`src/rtl/delay_timer_arbiter.sv`:
```
// delay_timer_arbiter: shares one prescaled delay timer among NREQ requesters.
// Requesters are granted round-robin. The owner's period (in ticks of PRESCALE+1 clk cycles)
// is latched at grant, and done pulses for one cycle when the delay expires.
// Ports:
//   clk, reset (synchronous, active-low)
//   req[NREQ], period[NREQ*PW]
//   grant[NREQ], done[NREQ], busy, cur_id
// Optional macro DELAY_ARB_STATS_EN adds two saturating counters, done_cnt and abort_cnt.
module delay_timer_arbiter #(
    parameter int NREQ     = 4,
    parameter int PRESCALE = 10,
    parameter int PW       = 16
) (
    input  logic                     clk,
    input  logic                     reset,
    input  logic [NREQ-1:0]          req,
    input  logic [NREQ*PW-1:0]       period,
    output logic [NREQ-1:0]          grant,
    output logic [NREQ-1:0]          done,
    output logic                     busy,
    output logic [$clog2(NREQ)-1:0]  cur_id
`ifdef DELAY_ARB_STATS_EN
    ,
    output logic [15:0]              done_cnt,
    output logic [15:0]              abort_cnt
`endif
);

    localparam int IW  = $clog2(NREQ);
    localparam int PSW = (PRESCALE > 0) ? $clog2(PRESCALE + 1) : 1;

    localparam logic [1:0] IDLE = 2'd0;
    localparam logic [1:0] RUN  = 2'd1;
    localparam logic [1:0] DONE = 2'd2;

    logic [1:0]     state;
    logic [PSW-1:0] prescaler;
    logic [PW-1:0]  remaining;
    logic [IW-1:0]  rr_ptr;
    logic [PW-1:0]  per [NREQ];
    logic [IW-1:0]  winner;
    logic [IW-1:0]  idx;
    logic           found;
    logic           tick;
    logic           expire;
    logic           abort;

    for (genvar i = 0; i < NREQ; i++) begin : g_unpack
        assign per[i] = period[i*PW +: PW];
    end

    function automatic logic [NREQ-1:0] onehot(input logic [IW-1:0] i);
        onehot = '0;
        onehot[i] = 1'b1;
    endfunction

    // Search starts just after the last owner, so that owner ranks last.
    always_comb begin
        winner = rr_ptr;
        found  = 1'b0;
        idx    = '0;
        for (int k = 1; k <= NREQ; k++) begin
            idx = IW'((int'(rr_ptr) + k) % NREQ);
            if (!found && req[idx]) begin
                found  = 1'b1;
                winner = idx;
            end
        end
    end

    assign tick   = (prescaler == PSW'(PRESCALE));
    // A zero period expires on the first RUN edge.
    assign expire = (tick && remaining == PW'(1)) || (remaining == '0);
    assign abort  = !req[cur_id];

    always_ff @(posedge clk) begin
        if (!reset) begin
            state     <= IDLE;
            grant     <= '0;
            done      <= '0;
            busy      <= 1'b0;
            cur_id    <= '0;
            prescaler <= '0;
            remaining <= '0;
            rr_ptr    <= IW'(NREQ - 1);
        end else begin
            done <= '0;
            unique case (state)
                IDLE: begin
                    if (found) begin
                        state     <= RUN;
                        cur_id    <= winner;
                        remaining <= per[winner];
                        prescaler <= '0;
                        rr_ptr    <= winner;
                        grant     <= onehot(winner);
                        busy      <= 1'b1;
                    end
                end
                RUN: begin
                    // Abort has priority over expiry on the same edge.
                    if (abort) begin
                        state <= IDLE;
                        grant <= '0;
                        busy  <= 1'b0;
                    end else begin
                        prescaler <= tick ? '0 : prescaler + PSW'(1);
                        if (tick && remaining != '0) begin
                            remaining <= remaining - PW'(1);
                        end
                        if (expire) begin
                            state <= DONE;
                            done  <= onehot(cur_id);
                        end
                    end
                end
                DONE: begin
                    state <= IDLE;
                    grant <= '0;
                    busy  <= 1'b0;
                end
                default: begin
                    state <= IDLE;
                    grant <= '0;
                    busy  <= 1'b0;
                end
            endcase
        end
    end

`ifdef DELAY_ARB_STATS_EN
    always_ff @(posedge clk) begin
        if (!reset) begin
            done_cnt  <= '0;
            abort_cnt <= '0;
        end else begin
            if (state == DONE && done_cnt != 16'hFFFF) begin
                done_cnt <= done_cnt + 16'd1;
            end
            if (state == RUN && abort && abort_cnt != 16'hFFFF) begin
                abort_cnt <= abort_cnt + 16'd1;
            end
        end
    end
`endif

endmodule
```
`config.mk`:
```
export PLATFORM = sky130hd
export DESIGN_NAME = delay_timer_arbiter
export DESIGN_NICKNAME = d
export VERILOG_FILES = /design/src/rtl/delay_timer_arbiter.sv
export SDC_FILE = /design/constraint.sdc
export NUM_CORES = 1
export LEC_CHECK = 0
export CORE_MARGIN = 3
export CORE_UTILIZATION = 50
export CTS_BUF_LIST = sky130_fd_sc_hd__clkbuf_16
export DETAILED_ROUTE_END_ITERATION = 8
export PLACE_DENSITY = 0.86
export SLEW_MARGIN = 25
export SYNTH_ARGS = -nofsm -noshare
export SYNTH_HDL_FRONTEND = slang
export SYNTH_SLANG_ARGS = --single-unit
```
`constraint.sdc`:
```
create_clock -name clk -period 5.2 [get_ports clk]
set_input_delay 0.52 -clock clk [delete_from_list [all_inputs] [get_ports clk]]
set_output_delay 0.52 -clock clk [all_outputs]
set_load 0.05 [all_outputs]
```
==> flow_metrics.tcl, run 1 <==
set metrics [dict create \
    yosysTopAreaCell "dfxtp_1" \
    powerDensity_mw_per_mm2 325 \
    tightest_slew_ns 0.870 \
    min_period_over_period_pct 57.5 \
    hold_path_class "register to register" \
    cts_setup_buffers 0 \
    rows 25 \
    synth_edf_count 0 \
    wl_per_cell_um 16.3 \
    grt_max_degree 34 \
    cts_resized 0 \
    final_nets 451 \
    core_area_sq_mm 0.00475 \
    worstPathRequired_ns 5.42 \
    cts_root_buf "clkbuf_16" \
    critical_path_buf_inv_count 1 \
    finalWeightedCongestion 0.882 \
    netlist_top_cells_area "dfxtp_1 (28%), nand2_1 (8.0%), a21boi_0 (3.9%)" \
    netlist_area_sq_mm 0.00249 \
    viasPerCell 6.00 \
    status "finished, final reports clean" \
    crit_chain "clkdlybuf4s50_1 > or2_2 > a21o_1 > and2_1 > a211oi_1 > a311oi_1 > o21a_1" \
    dp_hpwl_um 5450 \
    areaGrowthSynthToFinish_pct 37.5 \
    synth_top_cell_area_share_pct 28.1 \
    hold_depth 2 \
    maxCapViolCount 0 \
    rsz0062_at_grt "no" \
    ys_seq_area_share_pct 28.1 \
    clkTransAtPathRegs_ns 0.06 \
    drt_iter0_drc 274 \
    grt_use_total_pct 25.2 \
    num_vias 2668 \
    dieArea_sq_mm 0.00587 \
    synth_common_cells "nand2_1 (53), dfxtp_1 (35), o21ai_0 (18)" \
    drc 0 \
    grt-ovfl-total 0 \
    crit_path_end_kind "register" \
    report.final.slew_viol_count 0 \
    numCtsBuffers 5 \
    antennaDiodeCount 0 \
    cp_top_family "compound AO/OA/AOI/OAI gates" \
    drive_gt1_share_pct 8.99 \
    setup_viol 0 \
    final_util_pct 72.0 \
    fin_skew_ns 0.00550 \
    fmax_mhz 334 \
    grt_first_pass_wirelength_um 12200 \
    ys.flop_type "dfxtp_1" \
    cts_sinks 35 \
    drtAntennaViolNets 0 \
    numPortBuffers 80 \
    avgSynthCellArea_sq_um 8.11 \
    die_h_um 76.6 \
    hold_buffers 0 \
    path_depth 7 \
    yosysWarnings 0 \
    cts_tree "done" \
    tns_ns 0 \
    worst_ep_arrival_time_ns 3.21 \
    cts_max_level 2 \
    synth_fp_nets 381 \
    first_pass_iters 5 \
    fp.dieW_um 76.6 \
    async_flop_share_pct 0 \
    synth.distinct_cells 65 \
    initial_core_util_pct 52.4 \
    routed_wl_um 7260 \
    io_pins 81 \
    critPathKind "primary input to register" \
    syn_inst 307 \
    grt_pass1_vias 2642 \
    power_leakage_nw 1.26 \
    synth-seq-cells 35 \
    post-route-min-period_ns 2.99 \
    worstRegToRegCells 6 \
    antenna_found_initial 0 \
    clock_path_buffers 2 \
    crit_fanout 26 \
    hold_viol_final 0 \
    critical_path.max_stage_delay_ns 0.76 \
    max-slew-margin-rel_pct 42.0 \
    synth_most_common_cell "nand2_1" \
    worstSkewPairLatency_ns 0.28 \
    slowest_stage "and2_1" \
    start_kind "primary input" \
    ir_drop_v 0.000151 \
]
-- cell families (layout without fill, tap and decap cells) --
kind of cell	Yosys count	in the layout	share of synthesized area [%]
mux	12	12	5.47
buf+inv	25	96	6.08
simple gates	130	130	27.5
fa+ha+maj	4	4	2.01
flops	35	35	28.1
compound gates	101	101	30.8
-- final timing paths --
path	slack (ns)	to	startpoint
min	0.45	busy	busy
max	2.21	remaining[8]	req[1]
min reg2reg	0.45	busy	busy
max reg2reg	2.56	remaining[8]	rr_ptr[0]
-- layout by cell type (no fill, tap or decap), types with 8 or more instances in the layout --
cell	instances
nand3_1	9
o211ai_1	8
a211oi_1	10
nand2_1	53
clkdlybuf4s50_1	79
dfxtp_1	35
nor2_1	14
nor3_1	11
o21ai_0	18
a21oi_1	14
mux2i_1	8
a21boi_0	13
-- worst reg2reg max path, stage by stage (launching register included) --
cell      delay (ns)
dfxtp_1         0.41
nand2b_1        0.15
a21o_1          0.35
and2_1          0.77
a211oi_1        0.21
a311oi_1        0.50
o21a_1          0.20
-- metrics by stage --
step / power (mW) / setup slack, ns / cells / hold WS [ns] / area, sq um
finish: 1.11 / 2.21 / 445 / 0.452 / 3420
global route: 1.17 / 2.02 / 445 / 0.487 / 3420
CTS: 1.11 / 2.28 / 445 / 0.452 / 3430
detailed placement: 0.767 / 2.01 / 437 / 0.443 / 3260
global placement: 0.758 / 2.11 / 437 / 0.443 / 3260
floorplan: 0.643 / 2.87 / 307 / 0.474 / 2490
-- power breakdown --
group	total (mW)	switching, mW	internal [mW]
Sequential	0.353	0.0462	0.307
Combinational	0.420	0.243	0.177
Clock	0.339	0.114	0.226
Total	1.11	0.403	0.710
-- per-layer routing --
metal,vias to the layer above,wire length (um),track usage [%]
met5,-,0,0
met4,0,164,10.3
met3,19,539,4.37
met2,137,3370,40.7
met1,1215,3190,33.1
li1,1297,-,-
-- cell type report --
cell class	count	area, sq um
clock inverter	3	42.5
sequential	35	701
clock buffer	5	125
inverter	6	22.5
timing repair buffer	82	811
tap	67	83.8
fill	380	1330
multi-input combinational	247	1640
-- sequential cells by signal, summed over array words and instances, names as in the netlist --
signal,flops
remaining,16
done,4
rr_ptr,2
state,2
grant,4
prescaler,4
busy,1
cur_id,2
No activity file was read; power rests on OpenSTA's default activity.
==> inputs of run 2 (changes only) <==
CORE_UTILIZATION = 42   (was 50)
PLACE_DENSITY = 0.77   (was 0.86)
clock period = 2.6 ns   (was 5.2 ns; I/O delays follow)
==> run 2 against run 1 <==
Compared with the run above:
- sequential power grew 98%
- routed wire length shrank 2.2%
- utilization shrank 8.5 points
- worst setup slack lost 2.0 ns
- worst hold slack lost 0.0099 ns
- final area grew 4.0%
- sequential share of layout area shrank 0.79 points
- global-route usage shrank 4.5 points
- register-to-register slack lost 2.3 ns
- critical path depth grew 1
- sequential cell count is the same
- count of clock-buffer cells in the layout is the same
- largest power group unchanged
- critical endpoint is now remaining[15]
- highest routed layer unchanged
==> flow_metrics.tcl, run 2 (synthesis gave the netlist of run 1 again) <==
set metrics [dict create \
    critPathKind "register to register" \
    io_pins 81 \
    fin_skew_ns 0.00391 \
    cts_root_buf "clkbuf_16" \
    largest_reg_flops 16 \
    report.final.slew_viol_count 0 \
    cts_tree "done" \
    dieArea_sq_mm 0.00689 \
    worstSkewPairLatency_ns 0.28 \
    rows 27 \
    dp_hpwl_um 5560 \
    max-slew-margin-rel_pct 58.8 \
    die_h_um 83.0 \
    setup_viol 0 \
    drive_gt1_share_pct 12.0 \
    areaGrowthSynthToFinish_pct 43.0 \
    final_common_cell "clkdlybuf4s50_1" \
    ir_drop_v 0.000391 \
    power_leakage_nw 1.34 \
    drt_iter0_drc 177 \
    slowest_stage "a311oi_4" \
    wl_per_cell_um 15.3 \
    grt_max_degree 36 \
    cts_max_level 2 \
    cts_setup_buffers 0 \
    initial_core_util_pct 44.4 \
    worst_ep_arrival_time_ns 2.54 \
    first_pass_iters 4 \
    antennaDiodeCount 0 \
    min_period_over_period_pct 91.1 \
    hold_viol_final 0 \
    grt_pass1_vias 2545 \
    tns_ns 0 \
    start_kind "register" \
    clock_path_buffers 2 \
    grt_use_total_pct 20.6 \
    clkTransAtPathRegs_ns 0.06 \
    hold_buffers 0 \
    routed_wl_um 7100 \
    final_nets 465 \
    worstPathRequired_ns 2.77 \
    fmax_mhz 422 \
    numCtsBuffers 5 \
    fp.dieW_um 83.0 \
    core_area_sq_mm 0.00561 \
    finalWeightedCongestion 0.871 \
    grt-ovfl-total 0 \
    drc 0 \
    crit_path_end_kind "register" \
    critical_path.max_stage_delay_ns 0.60 \
    hold_depth 2 \
    cts_sinks 35 \
    status "finished, final reports clean" \
    rsz0062_at_grt "no" \
    tightest_slew_ns 0.618 \
    largest-register "remaining" \
    worstRegToRegCells 8 \
    num_vias 2658 \
    post-route-min-period_ns 2.37 \
    powerDensity_mw_per_mm2 638 \
    cts_resized 0 \
    viasPerCell 5.73 \
    final_cell_mix "clkdlybuf4s50_1 (80), nand2_1 (53), dfxtp_1 (35)" \
    antenna_found_initial 0 \
    dpl_worst_slack_ns 0.0883 \
    hold_path_class "register to register" \
    maxCapViolCount 0 \
    grt_first_pass_wirelength_um 12000 \
    fill_cells 514 \
    power.total_mw 2.27 \
    drtAntennaViolNets 0 \
    crit_fanout 14 \
    setup_slack_ns 0.232 \
    numPortBuffers 80 \
    crit_chain "inv_1 > ha_1 > nor3b_2 > and3_2 > a311oi_4 > o21ai_1 > and2_1 > o31a_1" \
]
[run 2: cell types whose count changed in the layout (fill, tap and decap cells not counted)]
cell	delta
clkdlybuf4s50_1	+1
clkinv_2	+1
inv_6	-1
buf_4	+12
buf_12	+2
buf_2	-1
[run 2: layout make-up]
class                      count  area (sq um)  area share [%]
clock inverter                 3          38.8            1.09
multi-input combinational    247          1640            46.0
inverter                       6          22.5           0.632
timing repair buffer          96           946            26.6
clock buffer                   5           125            3.51
sequential                    35           701            19.7
tap                           72          90.1            2.53
[run 2: per-layer routing]
layer  up-vias  part of all wire (%)  track usage [%]
met5         -                     0                0
met4         0                   1.2             6.39
met3        10                   7.5             3.57
met2       125                    45             31.8
met1      1201                    46             29.2
li1       1322                     -                -
[run 2: worst paths after layout]
path	startpoint	endpoint	slack [ns]
min reg2reg	busy	busy	0.44
max reg2reg	remaining[1]	remaining[15]	0.23
max	remaining[1]	remaining[15]	0.23
min	busy	busy	0.44
[run 2: stage by stage]
stage / instance area (sq um) / hold slack (ns) / cells / utilization [%]
2_1_floorplan: 2490 / 0.467 / 307 / -
3_3_place_gp: 3400 / 0.438 / 456 / 60.6
3_5_place_dp: 3400 / 0.435 / 456 / 60.6
4_1_cts: 3560 / 0.444 / 464 / 63.5
5_1_grt: 3560 / 0.458 / 464 / 63.5
6_report: 3560 / 0.442 / 464 / 63.5
[run 2: power breakdown]
group	total (mW)	switching, mW	internal, mW
clock	0.669	0.223	0.447
combinational	0.905	0.495	0.409
sequential	0.700	0.0865	0.614
[run 2: worst max-delay path: cells and delay by family (launching register included)]
kind	cells	cell delay, ns
AO/OA/AOI/OAI	3	1.01
adder cells (fa/ha/maj)	1	0.20
buffers and inverters	1	0.10
flip-flops	1	0.38
AND/OR/NAND/NOR	3	0.57
